File: src/rtl/sti_pkg.sv
// Shared definitions for the serial receive deserializer.
// Provides the word-length encoding, the receive FSM state type and helpers that turn
// a length code into a bit width or a data mask.
package sti_pkg;

  localparam logic [1:0] LEN8  = 2'd0;
  localparam logic [1:0] LEN16 = 2'd1;
  localparam logic [1:0] LEN24 = 2'd2;
  localparam logic [1:0] LEN32 = 2'd3;

  typedef enum logic {StIdle, StShift} state_e;

  // Word width in bits: 8 * (len + 1).
  function automatic logic [5:0] width_of(input logic [1:0] len);
    return 6'({len, 3'b000}) + 6'd8;
  endfunction

  // Mask keeping only the low width_of(len) bits.
  function automatic logic [31:0] word_mask(input logic [1:0] len);
    logic [31:0] m;
    unique case (len)
      LEN8:    m = 32'h0000_00ff;
      LEN16:   m = 32'h0000_ffff;
      LEN24:   m = 32'h00ff_ffff;
      default: m = 32'hffff_ffff;
    endcase
    return m;
  endfunction

endpackage

File: src/rtl/sti_rx_fifo.sv
// Small synchronous FIFO holding completed words (data + length code).
// Ports:
//   clk_i, rst_ni      clock, asynchronous active-low reset
//   push_i, wdata_i    write request and entry; ignored when full unless popping too
//   pop_i              read request; ignored when empty
//   rdata_o            head entry, zero when empty
//   full_o, empty_o    occupancy flags
module sti_rx_fifo #(
  parameter int unsigned Depth = 4,
  parameter int unsigned Width = 34
) (
  input  logic             clk_i,
  input  logic             rst_ni,
  input  logic             push_i,
  input  logic [Width-1:0] wdata_i,
  input  logic             pop_i,
  output logic [Width-1:0] rdata_o,
  output logic             full_o,
  output logic             empty_o
);

  localparam int unsigned PtrW = (Depth > 1) ? $clog2(Depth) : 1;
  localparam logic [PtrW:0] DepthC = Depth[PtrW:0];

  logic [Width-1:0] mem_q [Depth];
  logic [PtrW-1:0]  wr_ptr_q, rd_ptr_q;
  logic [PtrW:0]    count_q;
  logic             do_push, do_pop;

  assign empty_o = (count_q == '0);
  assign full_o  = (count_q == DepthC);
  assign do_pop  = pop_i & ~empty_o;
  // A pop in the same cycle frees a slot, so a push into a full FIFO is still taken.
  assign do_push = push_i & (~full_o | do_pop);
  assign rdata_o = empty_o ? '0 : mem_q[rd_ptr_q];

  always_ff @(posedge clk_i or negedge rst_ni) begin
    if (!rst_ni) begin
      wr_ptr_q <= '0;
      rd_ptr_q <= '0;
      count_q  <= '0;
    end else begin
      if (do_push) wr_ptr_q <= wr_ptr_q + 1'b1;
      if (do_pop)  rd_ptr_q <= rd_ptr_q + 1'b1;
      unique case ({do_push, do_pop})
        2'b10:   count_q <= count_q + 1'b1;
        2'b01:   count_q <= count_q - 1'b1;
        default: count_q <= count_q;
      endcase
    end
  end

  // Storage needs no reset: the head is masked to zero while empty.
  always_ff @(posedge clk_i) begin
    if (do_push) mem_q[wr_ptr_q] <= wdata_i;
  end

endmodule

File: src/rtl/sti_deserializer.sv
// Serial receive stage: rebuilds 8/16/24/32-bit words from contiguous valid bit runs.
// Ports:
//   clk, reset            rising-edge clock, asynchronous active-low reset
//   si_data, si_valid     serial bit stream and its qualifier
//   cfg_length, cfg_msb   word width code and bit order, sampled at word start only
//   out_data/len/valid    FIFO head (data zero-extended) with valid/ready handshake
//   out_ready             consumer accepts head when high with out_valid
//   err_trunc             one-cycle pulse when a run ends before the word completes
//   overflow, clr_status  sticky dropped-word flag and its synchronous clear
//   word_count            accepted words, wrapping 8-bit counter
module sti_deserializer
  import sti_pkg::*;
#(
  parameter int unsigned DEPTH = 4
) (
  input  logic        clk,
  input  logic        reset,
  input  logic        si_data,
  input  logic        si_valid,
  input  logic [1:0]  cfg_length,
  input  logic        cfg_msb,
  output logic [31:0] out_data,
  output logic [1:0]  out_len,
  output logic        out_valid,
  input  logic        out_ready,
  output logic        err_trunc,
  output logic        overflow,
  input  logic        clr_status,
  output logic [7:0]  word_count
);

  state_e      state_q, state_d;
  logic [5:0]  bit_cnt_q, bit_cnt_d;
  logic [31:0] sh_q, sh_d;
  logic [1:0]  len_q, len_d;
  logic        msb_q, msb_d;
  logic        err_q, err_d;
  logic        ovf_q;
  logic [7:0]  cnt_q;

  logic        push, pop, accept, drop;
  logic        fifo_full, fifo_empty;
  logic [33:0] fifo_rdata;
  logic [31:0] push_data;

  always_comb begin
    state_d   = state_q;
    bit_cnt_d = bit_cnt_q;
    sh_d      = sh_q;
    len_d     = len_q;
    msb_d     = msb_q;
    err_d     = 1'b0;
    push      = 1'b0;
    unique case (state_q)
      StIdle: begin
        if (si_valid) begin
          // Shadow config so changes mid-word cannot corrupt the current word.
          len_d     = cfg_length;
          msb_d     = cfg_msb;
          sh_d      = {31'b0, si_data};
          bit_cnt_d = 6'd1;
          state_d   = StShift;
        end
      end
      StShift: begin
        if (si_valid) begin
          if (msb_q) begin
            sh_d = {sh_q[30:0], si_data};
          end else begin
            sh_d = sh_q;
            sh_d[bit_cnt_q[4:0]] = si_data;
          end
          if (bit_cnt_q == width_of(len_q) - 6'd1) begin
            push      = 1'b1;
            bit_cnt_d = '0;
            state_d   = StIdle;
          end else begin
            bit_cnt_d = bit_cnt_q + 6'd1;
          end
        end else begin
          err_d     = 1'b1;
          bit_cnt_d = '0;
          state_d   = StIdle;
        end
      end
      default: state_d = StIdle;
    endcase
  end

  // Push uses the shift value including the bit arriving this cycle.
  assign push_data = sh_d & word_mask(len_q);
  assign pop       = out_valid & out_ready;
  assign accept    = push & (~fifo_full | pop);
  assign drop      = push & fifo_full & ~pop;

  always_ff @(posedge clk or negedge reset) begin
    if (!reset) begin
      state_q   <= StIdle;
      bit_cnt_q <= '0;
      sh_q      <= '0;
      len_q     <= LEN8;
      msb_q     <= 1'b0;
      err_q     <= 1'b0;
      ovf_q     <= 1'b0;
      cnt_q     <= '0;
    end else begin
      state_q   <= state_d;
      bit_cnt_q <= bit_cnt_d;
      sh_q      <= sh_d;
      len_q     <= len_d;
      msb_q     <= msb_d;
      err_q     <= err_d;
      // A new drop wins over a clear in the same cycle.
      ovf_q     <= (ovf_q & ~clr_status) | drop;
      if (accept) cnt_q <= cnt_q + 8'd1;
    end
  end

  sti_rx_fifo #(
    .Depth (DEPTH),
    .Width (34)
  ) u_fifo (
    .clk_i   (clk),
    .rst_ni  (reset),
    .push_i  (push),
    .wdata_i ({len_q, push_data}),
    .pop_i   (pop),
    .rdata_o (fifo_rdata),
    .full_o  (fifo_full),
    .empty_o (fifo_empty)
  );

  assign out_valid  = ~fifo_empty;
  assign out_data   = fifo_rdata[31:0];
  assign out_len    = fifo_rdata[33:32];
  assign err_trunc  = err_q;
  assign overflow   = ovf_q;
  assign word_count = cnt_q;

endmodule

File: config.mk
export PLATFORM = sky130hd
export DESIGN_NAME = sti_deserializer
export DESIGN_NICKNAME = d
export VERILOG_FILES = /design/src/rtl/sti_pkg.sv /design/src/rtl/sti_rx_fifo.sv /design/src/rtl/sti_deserializer.sv
export SDC_FILE = /design/constraint.sdc
export NUM_CORES = 1
export LEC_CHECK = 0
export ABC_AREA = 1
export BUFFER_PORTS_ARGS = -buffer_cell sky130_fd_sc_hd__buf_4
export CORE_MARGIN = 2
export CORE_UTILIZATION = 50
export CTS_CLUSTER_DIAMETER = 30
export DETAILED_ROUTE_END_ITERATION = 16
export GPL_TIMING_DRIVEN = 0
export PLACE_DENSITY = 0.75
export RECOVER_POWER = 25
export SLEW_MARGIN = 5
export SYNTH_ARGS = -nofsm -noshare
export SYNTH_HDL_FRONTEND = slang
export SYNTH_SLANG_ARGS = --single-unit
File: constraint.sdc
create_clock -name clk -period 9.1 [get_ports clk]
set_input_delay 2.275 -clock clk [delete_from_list [all_inputs] [get_ports clk]]
set_output_delay 2.275 -clock clk [all_outputs]
set_load 0.01 [all_outputs]
## After elaboration in Yosys (flattened, before gate mapping)

Memory sizes are Yosys's and may differ from the RTL's.
Index checks and enable logic that the tools add are counted.
W data, S select, Z words.

- Input bits: 9
- Bits in writable memories: 136
- Flip-flop bits (word level): 59
- Logic and storage cells: 75
- Output and inout bits: 45
- Memories kept: 1

- $add $sub $neg: 8
- Magnitude comparators: 2
- Mux-type cells: 25
- Reductions and logical operators: 5
- Eq/ne operators: 7
- Bitwise gates (word level): 16

Memory list:

| name | depth | bits a word | rd ports | clocked after memory_dff | write ports | line | RTL |
|---|---|---|---|---|---|---|---|
| u_fifo.mem_q | 4 | 34 | 1 | 0 | 1 | sti_rx_fifo.sv:25 | `logic [Width-1:0] mem_q [Depth];` |

Operators with widths:

| cell | number |
|---|---|
| $mux W32 | 3 |
| $pmux W32 S3 | 1 |
| $pmux W32 S2 | 1 |
| $mux W34 | 1 |
| $and A32 B32 Y32 | 1 |
| $bwmux W32 | 1 |
| $mux W6 | 3 |
| $pmux W6 S2 | 1 |
| $mux W1 | 11 |
| $add A8 B1 Y8 const B | 1 |
| $and A1 B1 Y1 | 7 |
| $add A5 B4 Y6 const B | 1 |
| $add A6 B1 Y6 const B | 1 |
| $eq A6 B6 Y1 | 1 |
| $lt A5 B6 Y1 const B | 1 |
| $pmux W3 S2 | 1 |
| $sub A6 B1 Y6 const B | 1 |
| $demux W1 S5 | 1 |
| $ge A5 B1 Y1 const B | 1 |
| $not A1 Y1 | 5 |
| $add A2 B1 Y2 const B | 2 |
| $eq A2 B1 Y1 const B | 2 |
| $eq A2 B2 Y1 const B | 2 |
| $add A3 B1 Y3 const B | 1 |
| other kinds (10) | 12 |

## Depth between registers and ports, before layout

Gate-level depths: netlist (run 1).

- Depth in word-level cells: 9
- Mapped depth: 14
- Mapped depth without buffers: 12

## Modules after synthesis

Synthesis (run 1) repeated with hierarchy kept, for this count alone.

- Cells, all modules: 959
- Area, all modules: 9108.7 um^2

Modules (own cells, without submodules):

| module | cells an instance | area an instance (um^2) | instances | seq. area each (um^2) |
|---|---|---|---|---|
| sti_rx_fifo | 456 | 5729.2 | 1 | 4259.1 |
| sti_deserializer | 503 | 3379.5 | 1 | 1301.2 |

## Worst setup path after synthesis (run 1)

No wires, ideal clock.

- Path kind: in2reg
- Start: in si_valid
- End: mem u_fifo.mem_q[0][0], enable pin
- Setup time: 426 ps
- Path buffers: 1
- Data arrival time: 4303 ps
- Data required time: 8674 ps
- Cell stages on the path: 5
- Path slack: 4372 ps
- Cells stage by stage: nand2_1 -> inv_1 -> nand4_4 -> buf_6 -> nor2_1

- Word-level cells in the longest chain between the ends: 5

Ends and longest elaborated chain:

| what | line | RTL |
|---|---|---|
| start: declaration | sti_deserializer.sv:19 | `input logic si_valid,` |
| $mux W1 | sti_deserializer.sv:66 | `if (si_valid) begin` |
| $mux W1 | sti_deserializer.sv:54 | `unique case (state_q)` |
| $and A1 B1 Y1 | sti_rx_fifo.sv:34 | `assign do_push = push_i & (~full_o \| do_pop);` |
| $mux W1 | sti_rx_fifo.sv:55 | `if (do_push) mem_q[wr_ptr_q] <= wdata_i;` |
| $mux W1 (implied by the code) | sti_rx_fifo.sv:55 |  |
| end: declaration | sti_rx_fifo.sv:25 |  |

Every way passes these cells.

==> summary.txt, run 1 <==
Pwr
  • Sequential power share: 0.371
  • Maximum vdd drop: about 0.00017 V
  • Power Dens Cells: 274 nW/um^2
  • Internal Power: between 1.5 and 2 mW
  • Clock share of power: 0.270
  • Final Total Pwr: approximately 2.8 mW
  • Sw Ratio: 0.364
  • Comb pwr share: 0.358
  • Static leakage: around 4 nW
  • Switching pwr: 1.03 mW

Status
  • Status: complete, but fails checks
  • Failing checks: max-capacitance violations, max-slew violations

Placement
  • Routability congestion estimate: between 0.9 and 1
  • I/O Buffers: 53
  • Post-DP HPWL: 14600 um

CTS
  • Max clock buf depth: 2
  • CTS buffer count: 17
  • CTS tree: built
  • CTS Sinks: approximately 200
  • CTS Root Cell: clkbuf_16
  • Clock slew at reported path FFs: approximately 0.070 ns
  • Worst skew pair latency: roughly 0.43 ns
  • # hold bufs at CTS: 0
  • H-tree depth: 4
  • Post-CTS Setup Inserts: 0
  • Resized cells post-CTS: 0

Synth
  • Post-Syn Instances: slightly above 900
  • Post-synth EDFFs: approximately 140
  • Main flop type after synthesis: edfxtp_1
  • Register area share after synthesis: 0.622
  • Syn Nets: ~950
  • Syn Std Cell Area: 8940 sq um
  • Avg Inst Size Synth: around 9.6 sq um
  • Distinct cells, synth: 31
  • Warnings, synthesis: 0
  • Synth Register Bits: 195
  • Async set or reset register ratio after synthesis: 0.303

Routing
  • Initial drt markers: 778
  • Post-DRT Antenna Nets: 0
  • Via Count: between 6k and 7k
  • Final WL: approximately 22000 um
  • # DRC: 0
  • Vias/cell: 5.52
  • Avg WL per Cell: roughly 17 um
  • DRT Pass-1 Iters: 5

STA
  • Worst Tran Pin Value: between 3 and 4 ns
  • Fin crit period: roughly 4.7 ns
  • Max-slew violation count: 60
  • Clock skew: about 0.011 ns
  • RSZ-0062 raised after global routing: no
  • Max Fclk: between 0.2 and 0.25 GHz
  • Endpoints failing setup: 0
  • Final period utilization: 0.520
  • Setup_tns: 0 ns
  • Max-Slew Margin vs Limit: -1.15
  • Final Hold Viols: 0

Global route
  • GRT Total Usage: 0.239
  • Vias in the first global route: roughly 6.5k
  • Largest net degree at the start of global routing: 60
  • Global-route wire length before repair: roughly 34000 um
  • Initial antenna violation count: 0
  • Total grt overflow: 0

Hold path
  • Hold Path Class: reg -> reg

Finish
  • Layout area overhead: 15.4%
  • Antenna cells: 0
  • Share of cells above drive strength 1: 0.122
  • Layout Nets: about 1k
  • FILL cells: roughly 1.4k

Die
  • Core Region: between 15000 and 20000 sq um
  • Die height: approximately 140 um
  • Rows: 48
  • Die W: about 140 um
  • Ports: 54
  • Initial core utilization: 0.514
  • Die area: 19000 sq um

Critical path
  • Arr. time, crit path: between 4 and 5 ns
  • Slowest cell on the critical path: clkbuf_1
  • CP Data Required Time: between 8 and 9 ns
  • CP max stage delay: about 2.2 ns
  • Startpoint Class: primary input
  • Crit path buf inv count: 1
  • CP max FO: 59
  • Cell chain of the critical path: clkbuf_1
  • CP endpoint kind: asynchronous set/reset pin
  • Crit path kind: in -> async
  • CP top delay family: buffers and inverters

Job
  • Max-Cap Viols: 1
## power by group through the flow
stage                     Clock (mW)  Combinational (mW)  Sequential, mW
after floorplan                    0               0.603            1.06
after global placement             0               0.988            1.07
after detailed placement           0                1.01            1.07
after CTS                      0.768                1.02            1.05
after global routing           0.799                1.13            1.06
final                          0.765                1.01            1.05
## per-layer routing
layer | vias to the layer above | part of all wire | GRT usage
met5 | - | 0 | 0
met4 | 0 | 0.020 | 0.0754
met3 | 40 | 0.063 | 0.0438
met2 | 247 | 0.48 | 0.386
met1 | 3290 | 0.44 | 0.330
li1 | 3306 | - | -
## cell type report
class | count | area, sq um | share of cell area
Clock inverter | 15 | 170 | 0.0165
Clock buffer | 17 | 425 | 0.0412
Inverter | 42 | 163 | 0.0158
Sequential cell | 195 | 5560 | 0.539
Timing Repair Buffer | 57 | 489 | 0.0474
Multi-Input combinational cell | 645 | 3000 | 0.291
Buffer | 51 | 231 | 0.0224
Tap cell | 225 | 282 | 0.0273
## Yosys cell counts (2+ instances only)
library cell    n  share of area
o21ai_1         4         0.0022
inv_1          32          0.013
nor2_4          2         0.0025
nand2_2         2         0.0014
xnor2_1         7         0.0069
buf_4           4         0.0034
dfrtp_1        59           0.17
inv_2           7         0.0029
nor2_2          4         0.0028
clkbuf_1       31          0.013
o22ai_1         4         0.0028
nand2_1       166          0.070
nand4_1        16          0.011
a21oi_1        68          0.038
o21ai_0        88          0.049
nor2_1        199          0.084
nand3_1        64          0.036
buf_2          14         0.0078
edfxtp_1      136           0.46
xor2_1          5         0.0049
ha_1           10          0.014
clkinv_1        2        0.00084
## cells by family after synthesis
kind of cell | synth area share
simple gates | 0.210
flops | 0.622
compound gates | 0.0933
buf+inv | 0.0441
xor+xnor | 0.0136
fa+ha+maj | 0.0162
mux | 0.00126
## cells in the final DEF (no fill, tap or decap), types with 3 or more instances in the layout
master and n:
xor2_1 5, ha_1 10, nand3_1 64, nand2_1 166
clkinv_1 3, buf_4 53, edfxtp_1 136, nand4_1 17
nor2_2 4, inv_1 33, o22ai_1 4, clkbuf_16 17
buf_2 14, nor2_1 195, buf_16 3, xnor2_1 7
clkbuf_1 34, inv_2 6, clkinv_4 4, o21ai_1 3
o21ai_0 89, nor2_4 6, clkinvlp_4 3, inv_6 4
a21oi_1 68, dfrtp_1 59
## state kept, by name, summed over array words and instances (netlist names)
name             cells
len_q                2
state_q              1
u_fifo.count_q       3
word_count           8
msb_q                1
u_fifo.rd_ptr_q      2
u_fifo.wr_ptr_q      2
bit_cnt_q            6
err_trunc            1
overflow             1
u_fifo.mem_q       136
sh_q                32
## per-stage QoR
step,utilization,setup WS (ns),cells,area (sq um),hold WS [ns]
after detailed placement,0.560,4.85,1215,9760,0.465
after CTS,0.594,4.49,1247,10400,0.479
after floorplan,-,4.37,933,8940,0.446
after global routing,0.593,3.66,1247,10300,0.508
after global placement,0.553,3.09,1211,9620,0.461
final,0.593,4.37,1247,10300,0.475
## worst paths after layout
check	startpoint	endpoint	slack, ns	cells after the start
setup / recovery	reset	sh_q[11]$_DFF_PN0_	4.37	1
hold / removal	u_fifo.count_q[0]$_DFFE_PN0P_	u_fifo.count_q[0]$_DFFE_PN0P_	0.47	1
setup reg to reg	bit_cnt_q[0]$_DFFE_PN0P_	u_fifo.mem_q[0][30]$_DFFE_PP_	6.26	10
hold reg to reg	u_fifo.count_q[0]$_DFFE_PN0P_	u_fifo.count_q[0]$_DFFE_PN0P_	0.47	1
max in group clk	u_fifo.rd_ptr_q[0]$_DFFE_PN0P_	out_len[0]	4.51	7
min in group asynchronous	reset	word_count[0]$_DFFE_PN0P_	2.90	1
Note: power is estimated with default switching activity, not from simulation.
==> run 2: changes to the inputs <==
--- a/config.mk
+++ b/config.mk
@@ -12,7 +12,7 @@
 export CTS_CLUSTER_DIAMETER = 30
 export DETAILED_ROUTE_END_ITERATION = 16
 export GPL_TIMING_DRIVEN = 0
-export PLACE_DENSITY = 0.75
+export PLACE_DENSITY = 0.77
 export RECOVER_POWER = 25
 export SLEW_MARGIN = 5
 export SYNTH_ARGS = -nofsm -noshare
==> constraint.sdc (replaced) <==
create_clock -name clk -period 4.25 [get_ports clk]
set_input_delay 1.0625 -clock clk [delete_from_list [all_inputs] [get_ports clk]]
set_output_delay 1.0625 -clock clk [all_outputs]
set_load 0.01 [all_outputs]
==> run 2 against run 1 <==
The flow now finishes without violations. Critical endpoint is now u_fifo.mem_q[3][16]$_DFFE_PP_. Worst setup slack worse by 3.7 ns. Utilization down 0.50 points. Sequential cell count unchanged. Final cell count unchanged.
==> summary.txt, run 2 (synthesis gave the netlist of run 1 again) <==
CTS
  • CTS Sinks: 195 (unchanged)
  • Worst skew pair latency: 0.44 ns (about the same)
  • Max clock buf depth: 2 (unchanged)
  • Post-CTS Setup Inserts: 0 (unchanged)
  • Resized cells post-CTS: 0 (unchanged)
  • Clock slew at reported path FFs: 0.07 ns (about the same)
  • CTS buffer count: 17 (unchanged)
  • # hold bufs at CTS: 0 (unchanged)
  • CTS Root Cell: clkbuf_16
  • CTS tree: built
  • H-tree depth: 4 (unchanged)

Critical path
  • CP Data Required Time: 4.39 ns (-4.52 ns)
  • Startpoint Class: flip-flop
  • Arr. time, crit path: 3.68 ns (-0.87 ns)
  • CP endpoint kind: flip-flop
  • Crit path kind: reg -> reg
  • R2R cell count: 10 (unchanged)
  • CP max FO: 18 (-69%)

Placement
  • I/O Buffers: 53 (unchanged)
  • Routability congestion estimate: 0.966 (+6.7%)
  • Cell count after placement: 1215 (unchanged)
  • Post-DP HPWL: 14500 um (-0.31%)

STA
  • Max-slew violation count: 0 (-100%)
  • Final period utilization: 0.832
  • Fin crit period: ~3.5 ns
  • Worst Tran Pin Value: 1.47 ns (-1.74 ns)
  • RSZ-0062 raised after global routing: no
  • Max-Slew Margin vs Limit: 0.0170 (+1.16)
  • Clock skew: 0.00890 ns (-0.00198 ns)
  • Endpoints failing setup: 0 (unchanged)
  • Final Hold Viols: 0 (unchanged)
  • Max Fclk: between 0.2 and 0.3 GHz

Finish
  • Final core utilization: 0.588 (-0.00496)
  • Cell Count, Final, Fillers Out: 1247 (unchanged)
  • Antenna cells: 0 (unchanged)
  • Layout area overhead: 14.5%
  • FILL cells: 1464 (+1.7%)
  • Share of cells above drive strength 1: 0.115 (-0.00685)
  • Commonest non-fill, non-tap cell in the layout: nor2_1
  • Multi-input logic area: 2990 sq um (-0.42%)
  • Max FFs per register: 136 (unchanged)
  • Sequential cell area: 5560 sq um (unchanged)
  • Most frequent cells in the layout: nor2_1 (197), nand2_1 (167), edfxtp_1 (136)
  • Top reg by flops: u_fifo.mem_q
  • Layout Nets: 1029 (unchanged)

Routing
  • # DRC: 0 (unchanged)
  • Final WL: 21300 um (-1.5%)
  • Initial drt markers: 827 (+6.3%)
  • Vias/cell: 5.57 (+0.86%)
  • Post-DRT Antenna Nets: 0 (unchanged)
  • Via Count: 6942 (+0.86%)
  • DRT Pass-1 Iters: 6 (+1)
  • Avg WL per Cell: 17.1 um (-1.5%)

Global route
  • Total grt overflow: 0 (unchanged)
  • Global-route wire length before repair: 33300 um (-3.3%)
  • GRT Total Usage: 0.234 (-0.00461)
  • Vias in the first global route: 6325 (-3.2%)
  • Largest net degree at the start of global routing: 60 (unchanged)
  • Initial antenna violation count: 0 (unchanged)

Die
  • Ports: 54 (unchanged)
  • Die area: 19000 sq um (unchanged)
  • Die W: 138 um (unchanged)
  • Rows: 48 (unchanged)
  • Initial core utilization: 0.514 (unchanged)
  • Die height: 138 um (unchanged)
  • Core Region: 17400 sq um (unchanged)

Job
  • Max-Cap Viols: 0 (-1)

Pwr
  • Static leakage: 3.99 nW (-0.70%)
  • Power Dens Cells: 575 nW/um^2 (+110%)
  • Maximum vdd drop: 0.000375 V (+120%)

Hold path
  • Depth of the worst hold-timing path: 1 (unchanged)
  • Hold Path Class: reg -> reg

Status
  • Status: finished, final reports clean
run 2: worst paths after layout:
kind	slack (ns)	startpoint	end
min reg2reg	0.48	u_fifo.count_q[0]$_DFFE_PN0P_	u_fifo.count_q[0]$_DFFE_PN0P_
max	0.72	bit_cnt_q[0]$_DFFE_PN0P_	u_fifo.mem_q[3][16]$_DFFE_PP_
min	0.48	u_fifo.count_q[0]$_DFFE_PN0P_	u_fifo.count_q[0]$_DFFE_PN0P_
min in group asynchronous	0.97	reset	word_count[2]$_DFFE_PN0P_
max reg2reg	0.72	bit_cnt_q[0]$_DFFE_PN0P_	u_fifo.mem_q[3][16]$_DFFE_PP_
max in group asynchronous	2.39	reset	sh_q[13]$_DFF_PN0_
run 2: per-stage QoR:
step	power, mW	area (sq um)	hold WS [ns]	TNS [ns]	worst slack, ns
final	5.89	10200	0.478	0	0.716
after global routing	6.22	10200	0.511	0	0.512
after CTS	5.91	10300	0.482	0	0.880
after detailed placement	4.45	9760	0.468	0	1.14
after global placement	4.40	9620	0.463	-73.41	-0.612
after floorplan	3.56	8940	0.446	0	0.734
run 2: layout make-up:
class / instances / area share
clock buffer: 22 / 0.0444
timing repair buffer: 57 / 0.0479
multi-input combinational: 645 / 0.292
tap: 225 / 0.0275
buffer: 51 / 0.0221
sequential: 195 / 0.543
clock inverter: 10 / 0.00733
inverter: 42 / 0.0155
run 2: report_power, final:
group	switching [mW]	total [mW]	leakage [nW]	internal [mW]
registers	0.0795	2.25	2.02	2.17
logic	1.36	2.16	1.70	0.796
clock network	0.705	1.48	0.265	0.773
run 2: layer usage:
metal,part of all wire,global-route usage,vias up
li1,-,-,3315
met3,0.057,0.0434,36
met5,0,0,-
met2,0.48,0.381,276
met1,0.44,0.320,3315
met4,0.020,0.0760,0
run 2: worst max-delay path: stages (launching register included):
cell and delay [ns]:
dfrtp_1 0.40, ha_1 0.16, clkbuf_1 0.45, nand2_1 0.23
clkinvlp_2 0.27, nand2_2 0.06, nor2_1 0.21, nand4_1 0.37
buf_6 0.30, nor2_4 0.52, buf_16 0.24
